### src/rtl/demux4_buf_pkg.sv
// demux4_buf_pkg
//   Shared constants and helpers for the 4-channel demux/mux pair.
//   K_DEF    : default data width (matches Mux4/DFF default)
//   NCH      : channel count
//   ERRW_DEF : default width of the saturating select-error counter
//   is_onehot4(sel) : 1 iff exactly one bit of sel is set
package demux4_buf_pkg;

   localparam int unsigned K_DEF    = 16;
   localparam int unsigned NCH      = 4;
   localparam int unsigned ERRW_DEF = 8;

   typedef logic [NCH-1:0] ch_mask_t;

   // Clearing the lowest set bit leaves zero only for a single-bit pattern.
   function automatic logic is_onehot4(input logic [3:0] sel);
      return (sel != '0) && ((sel & (sel - 4'd1)) == '0);
   endfunction

endpackage

### src/rtl/demux4_buf_if.sv
// demux4_buf_if
//   Producer/consumer bus of the 4-channel registered demultiplexer.
//   Producer side : in_data, in_sel (one-hot), in_valid, in_ready
//   Consumer side : out_data0..3, out_valid[3:0], out_ready[3:0]
//   Status        : sel_err (1-cycle pulse), err_count (saturating)
//   Modports      : slave (the demux), master (producer/consumers/status)
interface demux4_buf_if #(
   parameter int unsigned K    = demux4_buf_pkg::K_DEF,
   parameter int unsigned ERRW = demux4_buf_pkg::ERRW_DEF
);

   logic [K-1:0]    in_data;
   logic [3:0]      in_sel;
   logic            in_valid;
   logic            in_ready;
   logic [K-1:0]    out_data3;
   logic [K-1:0]    out_data2;
   logic [K-1:0]    out_data1;
   logic [K-1:0]    out_data0;
   logic [3:0]      out_valid;
   logic [3:0]      out_ready;
   logic            sel_err;
   logic [ERRW-1:0] err_count;

   modport slave (
      input  in_data, in_sel, in_valid, out_ready,
      output in_ready, out_data3, out_data2, out_data1, out_data0,
             out_valid, sel_err, err_count
   );

   modport master (
      output in_data, in_sel, in_valid, out_ready,
      input  in_ready, out_data3, out_data2, out_data1, out_data0,
             out_valid, sel_err, err_count
   );

endinterface

### src/rtl/demux4_buf_slot.sv
// demux4_buf_slot
//   Single-entry valid/ready buffer for one demux channel.
//   clk, rst_n  : clock, asynchronous active-low reset
//   wr_en       : load wr_data (only asserted when slot_ready is high)
//   wr_data     : word to store
//   rd_ready    : consumer takes the stored word this cycle
//   data, valid : registered word and full flag
//   slot_ready  : slot can take a word this cycle (empty or draining)
module demux4_buf_slot #(
   parameter int unsigned K = demux4_buf_pkg::K_DEF
) (
   input  logic         clk,
   input  logic         rst_n,
   input  logic         wr_en,
   input  logic [K-1:0] wr_data,
   input  logic         rd_ready,
   output logic [K-1:0] data,
   output logic         valid,
   output logic         slot_ready
);

   assign slot_ready = ~valid | rd_ready;

   // A write while full only happens together with a drain, so valid stays 1.
   // On a plain drain the data word is deliberately left stale.
   always_ff @(posedge clk or negedge rst_n) begin
      if (!rst_n) begin
         data  <= '0;
         valid <= 1'b0;
      end else if (wr_en) begin
         data  <= wr_data;
         valid <= 1'b1;
      end else if (rd_ready) begin
         valid <= 1'b0;
      end
   end

endmodule

### src/rtl/demux4_buf.sv
// demux4_buf
//   4-channel registered demultiplexer: routes in_data to the channel picked
//   by a one-hot in_sel, each channel buffering one word behind valid/ready.
//   Words with an illegal select are discarded, flagged by a one-cycle
//   sel_err pulse and counted in a saturating err_count.
//   clk   : rising-edge clock
//   rst_n : asynchronous active-low reset
//   bus   : demux4_buf_if.slave (producer, four consumers, error status)
module demux4_buf
   import demux4_buf_pkg::*;
#(
   parameter int unsigned K    = K_DEF,
   parameter int unsigned ERRW = ERRW_DEF
) (
   input  logic         clk,
   input  logic         rst_n,
   demux4_buf_if.slave  bus
);

   logic            legal;
   logic            bad_acc;
   ch_mask_t        wr_en;
   ch_mask_t        slot_ready;
   ch_mask_t        slot_valid;
   logic [K-1:0]    slot_data [NCH];
   logic            sel_err_q;
   logic [ERRW-1:0] err_count_q;

   assign legal = is_onehot4(bus.in_sel);

   // in_ready never looks at in_valid; an illegal select is always taken so
   // the producer cannot stall on it.
   always_comb begin
      bus.in_ready = 1'b1;
      if (legal) begin
         bus.in_ready = |(bus.in_sel & slot_ready);
      end
   end

   always_comb begin
      wr_en = '0;
      if (bus.in_valid && legal && bus.in_ready) begin
         wr_en = bus.in_sel;
      end
   end

   assign bad_acc = bus.in_valid & ~legal;

   for (genvar g = 0; g < NCH; g++) begin : g_slot
      demux4_buf_slot #(.K(K)) u_slot (
         .clk        (clk),
         .rst_n      (rst_n),
         .wr_en      (wr_en[g]),
         .wr_data    (bus.in_data),
         .rd_ready   (bus.out_ready[g]),
         .data       (slot_data[g]),
         .valid      (slot_valid[g]),
         .slot_ready (slot_ready[g])
      );
   end

   always_ff @(posedge clk or negedge rst_n) begin
      if (!rst_n) begin
         sel_err_q   <= 1'b0;
         err_count_q <= '0;
      end else begin
         sel_err_q <= bad_acc;
         if (bad_acc && (err_count_q != '1)) begin
            err_count_q <= err_count_q + ERRW'(1);
         end
      end
   end

   assign bus.out_data0 = slot_data[0];
   assign bus.out_data1 = slot_data[1];
   assign bus.out_data2 = slot_data[2];
   assign bus.out_data3 = slot_data[3];
   assign bus.out_valid = slot_valid;
   assign bus.sel_err   = sel_err_q;
   assign bus.err_count = err_count_q;

endmodule

### src/flat_wrapper.sv
// flat-port wrapper written by rule: the top's interface ports become plain ports
module demux4_buf_flat import demux4_buf_pkg::*;
#(
   parameter int unsigned K    = K_DEF,
   parameter int unsigned ERRW = ERRW_DEF
)
  (clk, rst_n, bus_in_data, bus_in_sel, bus_in_valid, bus_out_ready, bus_in_ready, bus_out_data3, bus_out_data2, bus_out_data1, bus_out_data0, bus_out_valid, bus_sel_err, bus_err_count);
  demux4_buf_if #(.K(K), .ERRW(ERRW)) bus_i ();
  input  logic clk;
  input  logic rst_n;
  input wire logic [$bits(bus_i.in_data)-1:0] bus_in_data;
  input wire logic [$bits(bus_i.in_sel)-1:0] bus_in_sel;
  input wire logic [$bits(bus_i.in_valid)-1:0] bus_in_valid;
  input wire logic [$bits(bus_i.out_ready)-1:0] bus_out_ready;
  output wire logic [$bits(bus_i.in_ready)-1:0] bus_in_ready;
  output wire logic [$bits(bus_i.out_data3)-1:0] bus_out_data3;
  output wire logic [$bits(bus_i.out_data2)-1:0] bus_out_data2;
  output wire logic [$bits(bus_i.out_data1)-1:0] bus_out_data1;
  output wire logic [$bits(bus_i.out_data0)-1:0] bus_out_data0;
  output wire logic [$bits(bus_i.out_valid)-1:0] bus_out_valid;
  output wire logic [$bits(bus_i.sel_err)-1:0] bus_sel_err;
  output wire logic [$bits(bus_i.err_count)-1:0] bus_err_count;
  assign bus_i.in_data = bus_in_data;
  assign bus_i.in_sel = bus_in_sel;
  assign bus_i.in_valid = bus_in_valid;
  assign bus_i.out_ready = bus_out_ready;
  assign bus_in_ready = bus_i.in_ready;
  assign bus_out_data3 = bus_i.out_data3;
  assign bus_out_data2 = bus_i.out_data2;
  assign bus_out_data1 = bus_i.out_data1;
  assign bus_out_data0 = bus_i.out_data0;
  assign bus_out_valid = bus_i.out_valid;
  assign bus_sel_err = bus_i.sel_err;
  assign bus_err_count = bus_i.err_count;
  demux4_buf #(.K(K), .ERRW(ERRW)) u_core (.clk(clk), .rst_n(rst_n), .bus(bus_i));
endmodule
### config.mk
export PLATFORM = sky130hd
export DESIGN_NAME = demux4_buf_flat
export DESIGN_NICKNAME = d
export VERILOG_FILES = /design/src/rtl/demux4_buf_pkg.sv /design/src/rtl/demux4_buf_if.sv /design/src/rtl/demux4_buf_slot.sv /design/src/rtl/demux4_buf.sv /design/src/flat_wrapper.sv
export SDC_FILE = /design/constraint.sdc
export NUM_CORES = 1
export LEC_CHECK = 0
export CORE_MARGIN = 10
export CORE_UTILIZATION = 50
export DETAILED_ROUTE_END_ITERATION = 6
export HOLD_SLACK_MARGIN = 0.12
export PLACE_DENSITY = 0.95
export SLEW_MARGIN = 15
export SYNTH_ARGS = -nofsm -noshare
export SYNTH_HDL_FRONTEND = slang
export SYNTH_HIERARCHICAL = 1
export SYNTH_SLANG_ARGS = --single-unit
### constraint.sdc
create_clock -name clk -period 5 [get_ports clk]
set_clock_uncertainty 0.2 [all_clocks]
set_input_delay 0.5 -clock clk [delete_from_list [all_inputs] [get_ports clk]]
set_output_delay 0.5 -clock clk [all_outputs]
set_load 0.1 [all_outputs]
---- Word-level counts from Yosys, hierarchy flattened ----
Cells that the tools add are included.
storage, ports and cells
  bits in read-only memories .............. 0
  flip-flop bits (word level) ............. 77
  latch bits .............................. 0
  memory bits (writable) .................. 0
  memories kept ........................... 0
  input bits .............................. 27
operators by class
  equality and inequality tests ........... 1
  divide/modulo/power cells ............... 0
  mux-type cells .......................... 10
  reduce and logical (&&, ||, !) cells .... 11
  $add $sub $neg .......................... 2
  shift operators ......................... 0
  $lt $le $gt $ge ......................... 0
  multiply operators ...................... 0
  bitwise operators ....................... 12
operators with widths
  kind                                                                count
  1-bit two-way mux                                                   9
  8-bit by 1-bit adder with 8-bit output, second input constant       1
  4-bit bitwise AND                                                   2
  8-bit inequality test, second input constant                        1
  2-bit nonzero test                                                  4
  1-bit NOT                                                           5
  1-bit logical AND                                                   4
  4-bit logical NOT                                                   1
  4-bit two-way mux                                                   1
  1-bit OR                                                            4
  4-bit nonzero test                                                  1
  4-bit OR reduction                                                  1
  4-bit by 1-bit subtractor with 4-bit output, second input constant  1
  1-bit bitwise AND                                                   1

---- Longest topological paths before layout ----
  depth in word-level cells ............... 8
  gate-level depth with buffers ........... 8

---- By module ----
Netlist, hierarchy kept.
modules (own cells, without submodules)
  module           area an instance (um^2)  cells an instance  instances
  demux4_buf_slot  683.2                    37                 4
  demux4_buf       549.3                    52                 1

---- Least setup slack after synthesis ----
OpenSTA, ideal clock, no wires.
  path kind ............................... flip-flop to output port
  start ................................... register u_core.g_slot[2].u_slot.valid
  end ..................................... output bus_in_ready
  path slack .............................. 2.131 ns
  cell stages (with the launch flop) ...... 5
  arrival time ............................ 2.169 ns
  required time ........................... 4.300 ns
  cells stage by stage .................... dfrtp_1 -> nand2b_1 -> a22o_1 -> a221oi_1 -> nand2b_1
between the ends
  longest elaborated chain between the ends .. 5
RTL lines
  what                      line                   source
  from (decl)               demux4_buf_slot.sv:18  output logic valid,
  from (signal assigned)    demux4_buf_slot.sv:29  valid <= 1'b0;
  from (signal assigned)    demux4_buf_slot.sv:32  valid <= 1'b1;
  from (signal assigned)    demux4_buf_slot.sv:34  valid <= 1'b0;
  1-bit NOT                 demux4_buf_slot.sv:22  assign slot_ready = ~valid | rd_ready;
  1-bit OR                  demux4_buf_slot.sv:22
  net u_core.slot_ready[2]  demux4_buf.sv:23       ch_mask_t slot_ready;
  4-bit bitwise AND         demux4_buf.sv:36       bus.in_ready = |(bus.in_sel & slot_ready);
  4-bit OR reduction        demux4_buf.sv:36
  1-bit two-way mux         demux4_buf.sv:35       if (legal) begin
  to (decl)                 flat_wrapper.sv:15     output wire logic [$bits(bus_i.in_ready)-1:0] bus_in_ready;
The timed path passes the listed nets, and every way through them passes these cells.

---- Worst setup path after layout ----
  start ................................... input bus_in_sel[2]
  end ..................................... output bus_in_ready
between the ends
  longest elaborated chain between the ends .. 5
RTL lines
  what                                         line                  source
  from (decl)                                  flat_wrapper.sv:12    input wire logic [$bits(bus_i.in_sel)-1:0] bus_in_sel;
  4-bit by 1-bit subtractor with 4-bit output  demux4_buf_pkg.sv:17  return (sel != '0) && ((sel & (sel - 4'd1)) == '0);
  4-bit bitwise AND                            demux4_buf_pkg.sv:17
  4-bit logical NOT                            demux4_buf_pkg.sv:17
  1-bit logical AND                            demux4_buf_pkg.sv:17
  1-bit two-way mux *                          demux4_buf.sv:35
Every way passes the cells marked *; elsewhere a longest branch is shown, timed or not.

==> key figures <==
Global route
  – GR Util All Layers: 16.0%
  – Largest net degree at the start of global routing: 78
  – Met2 usage: 26.7%
  – GR Layer Usage met3: 6.52%
  – Most used routing layer: met2
  – Met1 Usage GRT: 18.2%
  – First-pass GRT wire length: 12700 um
  – Initial antenna violation count: 0
  – GR Overflow Total: 0
  – Vias in the first global route: 2233

Clocking
  – TritonCTS clock tree: done
  – Total of cells resized after clock tree synthesis: 0
  – Max Root-Sink Buffers: 2
  – CTS H-tree depth: 3
  – CTS Sinks: 77
  – Hold-fix buffer count after cts: 0
  – Inserted Clock Buffers: 9
  – CTS clk-pin slew, worst paths: 0.08 ns
  – Root buffer cell: clkbuf_8
  – Setup bufs post-CTS: 0
  – Clock Latency Late Sink: 0.33 ns

Layout
  – Layout Cells excl Fill: 389
  – Antenna cells: 0
  – Most frequent cells in the layout: clkdlybuf4s50_1, dfrtp_1, mux2_4, mux2_2, nand2b_1
  – Area occupied by multi-input gates: 1230 um2
  – Layout net count: 335
  – FILL cells: 411
  – Fraction of layout cells with a size suffix above 1: 27.9%
  – Area Growth Syn to Fin: 37.3%
  – Most common library cell in the layout ignoring fill and taps: clkdlybuf4s50_1
  – Storage element area: 1930 um2

Timing
  – Slew HR: 23.3%
  – PnR worst setup slack: 1.24 ns
  – F_max: 266 MHz
  – Worst-margin pin slew: 1.15 ns
  – Setup Viol. Count Final: 0
  – Tmin final: 3.76 ns
  – Final hold violation count: 0
  – Fin Hold WS: 0.0919 ns
  – RSZ-0062 raised after global routing: no
  – Setup tns final: 0 ns
  – Fin crit share: 75.3%
  – Max-slew violations: 0

Critical path
  – R2R Setup Slk: 2.13 ns
  – Crit path required time: 4.30 ns
  – FF-to-FF End: u_core/g_slot[0].u_slot/data[2]
  – CP Launch Type: input pin
  – Arrival @ worst endpoint: 3.06 ns
  – Worst R2R Path Depth: 6
  – CP max FO: 10
  – CP Class: in2out
  – Worst r2r src: u_core/g_slot[2].u_slot/valid
  – Critical path capture point type: output port

Drt
  – # DRC: 0
  – Via count: 2071
  – Vias per inst: 5.32
  – Final ANT Viol Nets: 0
  – Starting DRT DRC Count: 51
  – WL final: 8240 um
  – DR WL/cell: 21.2 um
  – 1st-pass router iterations: 4

Floorplanning
  – Core ar.: 6350 um2
  – Die Y: 101 um
  – IO Count: 105
  – Die Area: 10200 um2
  – Die width: 101 um
  – Initial Util: 51.7%
  – Placement Rows: 29

Synthesis
  – Sequential share of the synthesized area: 58.7%
  – Synth Net Count: 228
  – Syn_area_per_cell: 16.4 um2
  – Synth Register Bits: 77
  – Synth Cell Area: 3280 um2
  – Ys Warns: 6
  – Unique masters post-synth: 24
  – Post-Synthesis Cells: 200

Placement
  – Placed cell count: 373
  – Pre-CTS setup slack: 1.26 ns
  – Port bufs: 104
  – GPL Wtd Cong: 0.786
  – Hpwl dp: 6090 um

Outcome
  – Status: finished, final reports clean

Run
  – Max-Cap Viols: 0

Min path
  – Worst Hold Class: in2async
[state kept, by name, indices dropped and copies added, names as in the netlist]
register and flops:
u_core/g_slot.u_slot/data 64, u_core/bus.sel_err 1, u_core/g_slot.u_slot/valid 4, u_core/bus.err_count 8
[layer usage]
metal	wire, um	part of all wire (%)
met2	4140	50
met5	0	0
met3	779	9.5
met1	3210	39
met4	108	1.3
[synthesized netlist by cell type]
cell	count	share of area, %
ha_1	1	0.38
buf_12	4	2.4
and2_1	7	1.3
buf_6	4	1.4
and3_1	2	0.38
o211ai_2	1	0.38
a22o_1	1	0.27
inv_1	1	0.11
o21ai_0	1	0.15
nor4b_1	2	0.53
mux2_4	37	17
xnor2_1	2	0.53
nand2b_1	11	2.1
mux2_2	33	11
o211ai_1	1	0.23
nand3_1	5	0.76
xor2_1	1	0.27
a221oi_1	1	0.27
nor3b_1	1	0.23
dfrtp_1	77	59
nor2_1	1	0.11
nand2_1	2	0.23
nand4_1	3	0.57
a211oi_2	1	0.38
[kinds of logic (layout without fill, tap and decap cells)]
logic type / Yosys count / after routing / share of synthesized area (%)
AO/OA/AOI/OAI: 6 / 6 / 1.68
XOR/XNOR: 3 / 3 / 0.801
adder cells (fa/ha/maj): 1 / 1 / 0.381
buffers and inverters: 9 / 121 / 3.93
flip-flops: 77 / 77 / 58.7
multiplexers: 70 / 70 / 28.3
AND/OR/NAND/NOR: 34 / 34 / 6.25
[critical path, stage by stage]
cell and delay (ns):
clkdlybuf4s50_1 0.49, xor2_1 0.21, a211oi_2 0.53, nand2b_1 0.18, clkdlybuf4s50_1 1.14
[worst max path at each step]
stage                                       start            to  slack, ns  cells past startpoint
floorplan           u_core/g_slot[2].u_slot/valid  bus_in_ready       2.13                      4
finish                              bus_in_sel[2]  bus_in_ready       1.24                      5
CTS                                 bus_in_sel[2]  bus_in_ready       1.26                      5
global placement                    bus_in_sel[2]  bus_in_ready       1.33                      5
detailed placement                  bus_in_sel[2]  bus_in_ready       1.26                      5
global route                        bus_in_sel[0]  bus_in_ready       1.19                      5
[final cells by class]
class                   count  area share, %
clock buffers              11           2.92
well taps                  77           2.14
multi-input cells         114           27.2
repair buffers            104           23.0
inverters                   1         0.0833
clock inverters             5           1.83
flip-flops and latches     77           42.8
[per-stage QoR]
stage / area, um2 / utilization (%)
floorplan: 3280 / -
global placement: 4290 / 67.6
detailed placement: 4290 / 67.6
CTS: 4510 / 71.0
global route: 4510 / 71.0
finish: 4510 / 71.0
Power is left out: the tool's default activity adds up to more than one toggle a clock period on the data nets, which glitch-free logic cannot reach.
